`config.mk`:
```
export PLATFORM = sky130hd
export DESIGN_NAME = fifo_block_reader_flat
export DESIGN_NICKNAME = d
export VERILOG_FILES = /design/src/rtl/fifo_block_reader_pkg.sv /design/src/rtl/fifo_block_reader_if.sv /design/src/rtl/fifo_block_reader_packer.sv /design/src/rtl/fifo_block_reader.sv /design/src/flat_wrapper.sv
export SDC_FILE = /design/constraint.sdc
export NUM_CORES = 1
export LEC_CHECK = 0
export BUFFER_PORTS_ARGS = -buffer_cell sky130_fd_sc_hd__buf_2
export CORE_ASPECT_RATIO = 1.1
export CORE_MARGIN = 5
export CORE_UTILIZATION = 45
export DETAILED_ROUTE_END_ITERATION = 8
export PLACE_DENSITY_LB_ADDON = 0.05
export SLEW_MARGIN = 20
export SYNTH_ARGS = -nofsm -noshare
export SYNTH_HDL_FRONTEND = slang
export SYNTH_SLANG_ARGS = --single-unit
export TNS_END_PERCENT = 30
```
`constraint.sdc`:
```
create_clock -name clk -period 6.2 [get_ports clk]
set_input_delay 0.62 -clock clk [delete_from_list [all_inputs] [get_ports clk]]
set_output_delay 0.62 -clock clk [all_outputs]
set_load 0.05 [all_outputs]
```
`src/rtl/fifo_block_reader_pkg.sv`:
```
// -----------------------------------------------------------------------------
// fifo_block_pkg
// Shared types and constants for the LDPC input FIFO block reader.
//   state_t      : reader FSM state (FILL collects words, OUT offers the block)
//   block_width  : width of one packed block from word width and word count
//   READ_LATENCY : cycles from fifo_r_en to valid fifo_data (fixed FIFO property)
// -----------------------------------------------------------------------------
package fifo_block_pkg;

    typedef enum logic {
        FILL = 1'b0,
        OUT  = 1'b1
    } state_t;

    // The capture path is built around a single rd_pending flop, so the FIFO
    // must present data exactly one cycle after the read enable.
    localparam int READ_LATENCY = 1;

    function automatic int block_width(input int word_w, input int words);
        return word_w * words;
    endfunction

endpackage

```
`src/rtl/fifo_block_reader_if.sv`:
```
// -----------------------------------------------------------------------------
// fifo_block_reader_if
// Bundles the FIFO read side and the block handshake of the reader.
//   fifo_empty / fifo_r_en / fifo_data : FIFO read port (data one cycle after r_en)
//   blk_data / blk_valid / blk_ready    : packed block to the encoder core
//   busy / blk_cnt                      : partial-block flag, delivered-block count
// Modports:
//   master : the reader itself
//   slave  : the environment (FIFO + encoder core)
// -----------------------------------------------------------------------------
interface fifo_block_reader_if
    import fifo_block_pkg::*;
#(
    parameter int FIFO_data_size  = 3,
    parameter int WORDS_PER_BLOCK = 8,
    parameter int CNT_W           = 16
);

    localparam int BLOCK_W = block_width(FIFO_data_size, WORDS_PER_BLOCK);

    logic                      fifo_empty;
    logic                      fifo_r_en;
    logic [FIFO_data_size-1:0] fifo_data;
    logic [BLOCK_W-1:0]        blk_data;
    logic                      blk_valid;
    logic                      blk_ready;
    logic                      busy;
    logic [CNT_W-1:0]          blk_cnt;

    modport master (
        input  fifo_empty, fifo_data, blk_ready,
        output fifo_r_en, blk_data, blk_valid, busy, blk_cnt
    );

    modport slave (
        output fifo_empty, fifo_data, blk_ready,
        input  fifo_r_en, blk_data, blk_valid, busy, blk_cnt
    );

endinterface

```
`src/rtl/fifo_block_reader_packer.sv`:
```
// -----------------------------------------------------------------------------
// block_packer
// Indexed capture register: each write drops din into slice idx of dout and
// advances idx. No shifting, so earlier words never move once captured.
//   clk, rst : clock, asynchronous active-low reset
//   clr      : restart at word 0 (register contents are kept until overwritten)
//   wr       : capture din into slice idx
//   idx      : number of words captured so far in the current block
//   din      : one FIFO word
//   dout     : packed block, word 0 in the LSBs
// -----------------------------------------------------------------------------
module block_packer #(
    parameter int W     = 3,
    parameter int N     = 8,
    parameter int IDX_W = $clog2(N + 1)
) (
    input  logic             clk,
    input  logic             rst,
    input  logic             clr,
    input  logic             wr,
    output logic [IDX_W-1:0] idx,
    input  logic [W-1:0]     din,
    output logic [W*N-1:0]   dout
);

    // NOTE: the block register is reset along with the index so blk_data reads
    // zero out of reset; a pure data store could skip the reset term.
    // NOTE: sequential state uses non-blocking assignments only, so every flop
    // samples pre-edge values regardless of block evaluation order.
    always_ff @(posedge clk or negedge rst) begin
        if (!rst) begin
            idx  <= '0;
            dout <= '0;
        end else if (clr) begin
            idx <= '0;
        end else if (wr) begin
            dout[idx*W +: W] <= din;
            idx              <= idx + 1'b1;
        end
    end

endmodule

```
`src/rtl/fifo_block_reader.sv`:
```
// -----------------------------------------------------------------------------
// fifo_block_reader
// Pops words from the LDPC input FIFO whenever it is non-empty, packs
// WORDS_PER_BLOCK of them into one block and offers it over valid/ready.
// One block in flight at a time; reads stop while a block waits in OUT.
//   clk  : FIFO read / encoder clock
//   rst  : asynchronous active-low reset
//   bus  : fifo_block_reader_if.master (FIFO read port, block handshake,
//          busy flag, delivered-block counter)
// -----------------------------------------------------------------------------
module fifo_block_reader
    import fifo_block_pkg::*;
#(
    parameter int FIFO_data_size  = 3,
    parameter int WORDS_PER_BLOCK = 8,
    parameter int CNT_W           = 16
) (
    input  logic                     clk,
    input  logic                     rst,
    fifo_block_reader_if.master      bus
);

    localparam int BLOCK_W = block_width(FIFO_data_size, WORDS_PER_BLOCK);
    localparam int IDX_W   = $clog2(WORDS_PER_BLOCK + 1);

    state_t             state, state_next;
    logic [IDX_W-1:0]   issued;      // reads requested for this block
    logic [IDX_W-1:0]   recvd;       // words captured for this block
    logic               rd_pending;  // a read issued last cycle returns data now
    logic               rd_en;
    logic               xfer;
    logic               last_capture;
    logic [CNT_W-1:0]   blk_cnt;
    logic [BLOCK_W-1:0] blk_data;

    assign last_capture = rd_pending && (recvd == IDX_W'(WORDS_PER_BLOCK - 1));
    assign xfer         = (state == OUT) && bus.blk_ready;

    // NOTE: every output of this always_comb gets a default first, so no path
    // leaves a value unassigned and no latch is inferred.
    always_comb begin
        state_next = state;
        rd_en      = 1'b0;
        case (state)
            FILL: begin
                // rst is in the term so the enable is low during reset even
                // though this path is purely combinational.
                rd_en = !bus.fifo_empty
                        && (issued < IDX_W'(WORDS_PER_BLOCK))
                        && rst;
                if (last_capture) state_next = OUT;
            end
            OUT: begin
                if (bus.blk_ready) state_next = FILL;
            end
            default: state_next = FILL;
        endcase
    end

    always_ff @(posedge clk or negedge rst) begin
        if (!rst) begin
            state      <= FILL;
            issued     <= '0;
            rd_pending <= 1'b0;
            blk_cnt    <= '0;
        end else begin
            state      <= state_next;
            rd_pending <= rd_en;
            if (xfer) begin
                issued  <= '0;
                blk_cnt <= blk_cnt + 1'b1;
            end else if (rd_en) begin
                // rd_en already requires issued < WORDS_PER_BLOCK, which
                // makes this counter saturate at one full block.
                issued <= issued + 1'b1;
            end
        end
    end

    block_packer #(
        .W     (FIFO_data_size),
        .N     (WORDS_PER_BLOCK),
        .IDX_W (IDX_W)
    ) u_packer (
        .clk  (clk),
        .rst  (rst),
        .clr  (xfer),
        .wr   (rd_pending),
        .idx  (recvd),
        .din  (bus.fifo_data),
        .dout (blk_data)
    );

    assign bus.fifo_r_en = rd_en;
    assign bus.blk_data  = blk_data;
    assign bus.blk_valid = (state == OUT);
    assign bus.busy      = (state == FILL) && (recvd != '0);
    assign bus.blk_cnt   = blk_cnt;

endmodule

```
`src/flat_wrapper.sv`:
```
// flat-port wrapper written by rule: the top's interface ports become plain ports
module fifo_block_reader_flat import fifo_block_pkg::*;
#(
    parameter int FIFO_data_size  = 3,
    parameter int WORDS_PER_BLOCK = 8,
    parameter int CNT_W           = 16
)
  (clk, rst, bus_fifo_empty, bus_fifo_data, bus_blk_ready, bus_fifo_r_en, bus_blk_data, bus_blk_valid, bus_busy, bus_blk_cnt);
  fifo_block_reader_if #(.FIFO_data_size(FIFO_data_size), .WORDS_PER_BLOCK(WORDS_PER_BLOCK), .CNT_W(CNT_W)) bus_i ();
  input  logic clk;
  input  logic rst;
  input wire logic [$bits(bus_i.fifo_empty)-1:0] bus_fifo_empty;
  input wire logic [$bits(bus_i.fifo_data)-1:0] bus_fifo_data;
  input wire logic [$bits(bus_i.blk_ready)-1:0] bus_blk_ready;
  output wire logic [$bits(bus_i.fifo_r_en)-1:0] bus_fifo_r_en;
  output wire logic [$bits(bus_i.blk_data)-1:0] bus_blk_data;
  output wire logic [$bits(bus_i.blk_valid)-1:0] bus_blk_valid;
  output wire logic [$bits(bus_i.busy)-1:0] bus_busy;
  output wire logic [$bits(bus_i.blk_cnt)-1:0] bus_blk_cnt;
  assign bus_i.fifo_empty = bus_fifo_empty;
  assign bus_i.fifo_data = bus_fifo_data;
  assign bus_i.blk_ready = bus_blk_ready;
  assign bus_fifo_r_en = bus_i.fifo_r_en;
  assign bus_blk_data = bus_i.blk_data;
  assign bus_blk_valid = bus_i.blk_valid;
  assign bus_busy = bus_i.busy;
  assign bus_blk_cnt = bus_i.blk_cnt;
  fifo_block_reader #(.FIFO_data_size(FIFO_data_size), .WORDS_PER_BLOCK(WORDS_PER_BLOCK), .CNT_W(CNT_W)) u_core (.clk(clk), .rst(rst), .bus(bus_i));
endmodule
```
After elaboration in Yosys (flattened, before gate mapping)
Index checks and enable logic that the tools add are counted.

Register bits after elaboration: 50. Bits in latches: 0. Memory bits (writable): 0. ROM bits: 0. Input bits: 7. Output and inout bits: 43. Word-level logic and storage cells: 36. Memories: 0.

Add/subtract/negate cells: 4. $mul: 1. Divide/modulo/power cells: 0. Order comparisons: 1. Eq/ne operators: 1. Shifts and indexed selects: 2. Muxes and demuxes: 9. Bitwise operators: 2. Reductions and logical operators: 10.

Operator list (count): 6-bit negation with 34-bit output (1); 3-bit by 34-bit variable shift with 24-bit output (first input constant) (1); 3-bit by 34-bit variable part select with 24-bit output (1); 24-bit bitwise mux (1); 16-bit by 1-bit adder with 16-bit output (second input constant) (1); 4-bit two-way mux (4); 4-bit by 1-bit adder with 4-bit output (second input constant) (2); 4-bit by 2-bit multiplier with 6-bit output (second input constant) (1); 1-bit logical AND (5); 4-bit by 3-bit == test with 1-bit output (second input constant) (1); 4-bit < comparator (second input constant) (1); 2-bit nonzero test (2); 4-bit nonzero test (1); 1-bit two-way mux (3); 1-bit inverter (2); 1-bit case mux with 2 select lines (1); 2-bit AND reduction (1); 1-bit logical NOT (1).

Depth between registers and ports, before layout
Depth after elaboration: 6. Mapped depth: 7.

Modules after synthesis
Synthesis repeated with hierarchy kept, for this count alone.

Cells, all modules: 201. Area total of the unflattened synthesis: 2399.8 um2.

Modules (own cells, without submodules): block_packer (instances 1, cells an instance 119, area each 1437.6 um2); fifo_block_reader (instances 1, cells an instance 82, area each 962.2 um2).

Worst setup path before layout
Ideal clock, no wire load.

Kind: reg2out. Start point: register u_core.state, in the netlist u_core.bus.blk_valid. End point: output port bus_fifo_r_en. Arrival: 1.994 ns. Path slack: 3.586 ns. Cell stages (with the launch flop): 3. Buffers on the path: 1. Path through: dfrtp_1 -> buf_6 -> nor4b_2.

Longest elaborated chain between the ends: 1.

Ends and longest elaborated chain: start, declared (line fifo_block_reader.sv:26) `state_t state, state_next;`; start signal, assigned (line fifo_block_reader.sv:67) `state <= state_next;`; 1-bit two-way mux (line fifo_block_reader.sv:44) `case (state)`; end, declared (line flat_wrapper.sv:15) `output wire logic [$bits(bus_i.fifo_r_en)-1:0] bus_fifo_r_en;`.

Every way passes these cells.

Final worst setup path
Start point: input port rst. End point: output port bus_fifo_r_en.

Longest elaborated chain between the ends: 2.

Ends and longest elaborated chain: start, declared (line flat_wrapper.sv:11) `input logic rst;`; 1-bit logical AND (line fifo_block_reader.sv:50) `&& rst;`; 1-bit two-way mux (line fifo_block_reader.sv:44).

Every way passes these cells.

==> impl_metrics.sql <==
INSERT INTO impl_metrics (metric_group, metric, value, unit) VALUES
('status', 'run_status', 'completed', ''),
('synth', 'synth_ff_type', 'sky130_fd_sc_hd__dfrtp_1', ''),
('placement', 'place.detailed.hpwl', '3.38', 'mm'),
('power_and_ir_drop', 'vdd_drop_max', '0.304', 'mV'),
('clocking', 'clock_tree.htree_level_count', '2', ''),
('clocking', 'cts_buffer_depth', '2', ''),
('floorplan', 'boundaryPins', '50', ''),
('power_and_ir_drop', 'pwr_density_cell', '492', 'nW/um^2'),
('drt', 'wire_per_inst', '13.6', 'microns'),
('grt', 'gr-total-overflow', '0', ''),
('flow_run', 'max_cap_viol_count', '0', ''),
('setup_path', 'crit_required', '5.58', 'ns'),
('timing', 'finalCritPeriodShare', '0.455', ''),
('timing', 'grt_setup_unrepaired', 'no', ''),
('setup_path', 'worstPathCellList', 'buf_2 > buf_4 > nor4b_2 > buf_2', ''),
('finish', 'layout_commonest_cell', 'sky130_fd_sc_hd__dfrtp_1', ''),
('synth', 'post_synth_instance_area', '2420', 'sq um'),
('timing', 'max_clock_freq', '0.354', 'GHz'),
('timing', 'fin_worst_skew', '0.00880', 'ns'),
('drt', 'met1_length', '2.11', 'mm'),
('setup_path', 'path_max_fanout', '51', ''),
('clocking', 'post_cts.repair.setup_buffers', '0', ''),
('power_and_ir_drop', 'total_leakage_power', '1.41', 'nW'),
('finish', 'design.final.nets', '277', ''),
('synth', 'synth.yosys.seq_area_share', '0.517', ''),
('drt', 'drcViolationCount', '0', ''),
('timing', 'final.min_clock_period', '2.82', 'ns'),
('synth', 'synthesis.nets', '225', ''),
('timing', 'transition_time_at_the_pin_with_the_least_slew_margin', '0.627', 'ns'),
('finish', 'post-route-util', '0.538', ''),
('setup_path', 'critical_path.top_delay_family', 'buffers and inverters', ''),
('synth', 'yosys_warnings', '0', ''),
('setup_path', 'worstSetupPathType', 'in2out', ''),
('setup_path', 'timing.critical_path.buf_inv', '3', ''),
('finish', 'syn2layout_area_growth', '17.6', '%'),
('clocking', 'tritoncts_num_sinks', '50', ''),
('timing', 'slew_headroom', '0.581', ''),
('grt', 'grt_pass1_vias', '1657', ''),
('clocking', 'clockRootBuffer', 'sky130_fd_sc_hd__clkbuf_8', ''),
('timing', 'holdWs', '0.403', 'ns'),
('min_path', 'timing.hold.worst.class', 'in2async', ''),
('setup_path', 'critical_path_arrival', '2.20', 'ns'),
('drt', 'dr_total_vias', '1684', ''),
('drt', 'drt_first_pass_iters', '4', ''),
('drt', 'wl_met3', '217', 'microns'),
('floorplan', 'die_x', '79.9', 'microns'),
('timing', 'final-setup-viol-count', '0', ''),
('finish', 'mostFrequentLayoutCells', 'sky130_fd_sc_hd__dfrtp_1 (50), sky130_fd_sc_hd__buf_2 (49), sky130_fd_sc_hd__nand2_1 (22)', ''),
('placement', 'place_congestion', '0.748', ''),
('synth', 'asyncSetResetFlopFracSynth', '1.00', ''),
('drt', 'met2RoutedLength', '2.19', 'mm'),
('setup_path', 'worst_setup_path_end_kind', 'primary output', ''),
('drt', 'wirelength', '4.60', 'mm'),
('synth', 'yosys.cell_types.count', '35', ''),
('placement', 'io_buffers', '49', ''),
('finish', 'insertedDiodeCount', '0', ''),
('grt', 'grt_first_pass_wirelength', '7.90', 'mm'),
('synth', 'postSynthRegisterBits', '50', ''),
('drt', 'max_used_layer', 'met4', ''),
('power_and_ir_drop', 'power.total', '0.00140', 'W'),
('synth', 'post_synthesis_cells', '212', ''),
('setup_path', 'path_common_cell', 'sky130_fd_sc_hd__buf_2', ''),
('timing', 'finalHoldViolations', '0', ''),
('drt', 'ant_nets', '0', ''),
('drt', 'initialDrtViolationCount', '74', ''),
('floorplan', 'die_h', '86.9', 'microns'),
('floorplan', 'fp.dieArea', '6950', 'sq um'),
('finish', 'share_of_post_route_cells_with_drive_strength_above_1', '0.322', ''),
('floorplan', 'floorplan.rows', '28', ''),
('grt', 'antenna_found_initial', '0', ''),
('grt', 'grt_start_max_net_pins', '52', '');
## sequential cells by signal, summed over array words and instances (netlist names)
name and count:
u_core.issued 4, u_core.bus.blk_valid 1, u_core.bus.blk_cnt 16, u_core.u_packer.idx 4, u_core.u_packer.dout 24, u_core.rd_pending 1
## Yosys cell counts (2+ instances only)
cell type	number	share of area
sky130_fd_sc_hd__nand4_1	13	0.034
sky130_fd_sc_hd__xor2_1	8	0.029
sky130_fd_sc_hd__buf_6	2	0.0093
sky130_fd_sc_hd__nor3b_1	3	0.0093
sky130_fd_sc_hd__nand2_1	22	0.034
sky130_fd_sc_hd__nand3_1	5	0.010
sky130_fd_sc_hd__xnor2_1	11	0.040
sky130_fd_sc_hd__and4_1	3	0.011
sky130_fd_sc_hd__o21ai_4	2	0.013
sky130_fd_sc_hd__and2_1	7	0.018
sky130_fd_sc_hd__inv_1	12	0.019
sky130_fd_sc_hd__o21ai_0	2	0.0041
sky130_fd_sc_hd__o21ai_1	2	0.0041
sky130_fd_sc_hd__o21ai_2	3	0.011
sky130_fd_sc_hd__dfrtp_1	50	0.52
sky130_fd_sc_hd__buf_2	2	0.0041
sky130_fd_sc_hd__and3_1	2	0.0052
sky130_fd_sc_hd__nor2_1	11	0.017
sky130_fd_sc_hd__nor2b_1	2	0.0052
sky130_fd_sc_hd__nand3b_1	3	0.0093
sky130_fd_sc_hd__ha_1	6	0.031
sky130_fd_sc_hd__mux2i_1	11	0.046
sky130_fd_sc_hd__mux2_2	15	0.070
sky130_fd_sc_hd__nor3_1	4	0.0083
## through the flow
stage / setup slack, ns / std cells / instance area [sq um]
after floorplan: 3.59 / 212 / 2420
after global placement: 3.32 / 332 / 2730
after detailed placement: 3.31 / 332 / 2730
after CTS: 3.31 / 339 / 2850
after global routing: 3.18 / 339 / 2850
final: 3.38 / 339 / 2850
## cells by family after synthesis
logic type / Yosys count / share of synthesized area
and+or+nand+nor: 81 / 0.186
DFF: 50 / 0.517
muxes: 26 / 0.115
xor gates and xnor gates: 19 / 0.0688
buffers and inverters: 18 / 0.0357
AOI/OAI and AO/OA: 12 / 0.0460
adders and majority gates: 6 / 0.0310
## final cells by class
type,count,area [sq um]
clock buffers,6,82.6
clock inverters,1,30.0
fillers,484,2440
inverters,12,45.0
multi-input cells,144,1080
flip-flops and latches,50,1250
well taps,75,93.8
repair buffers,51,260
## metal layers
layer | vias up | GRT usage
met5 | - | 0
li1 | 826 | -
met2 | 38 | 0.237
met1 | 812 | 0.192
met4 | 0 | 0.0676
met3 | 8 | 0.0228
## power by group
part	switching [W]	internal (W)	total, W
sequential	0.0000871	0.000421	0.000508
combinational	0.000472	0.000187	0.000660
clock	0.000104	0.000129	0.000233
total	0.000663	0.000737	0.00140
## path summary, 6_finish.rpt
path	from	end	slack [ns]	depth (start not counted)
setup reg to reg	u_core.u_packer.idx[0]	u_core.u_packer.dout[8]	3.82	6
hold / removal	rst	u_core.u_packer.dout[4]	0.40	2
min in group clk	u_core.bus.blk_cnt[15]	u_core.bus.blk_cnt[15]	0.47	1
hold reg to reg	u_core.bus.blk_cnt[15]	u_core.bus.blk_cnt[15]	0.47	1
max in group asynchronous	rst	u_core.bus.blk_cnt[10]	5.36	2
setup / recovery	rst	bus_fifo_r_en	3.38	4
(Power assumes the default switching activity.)
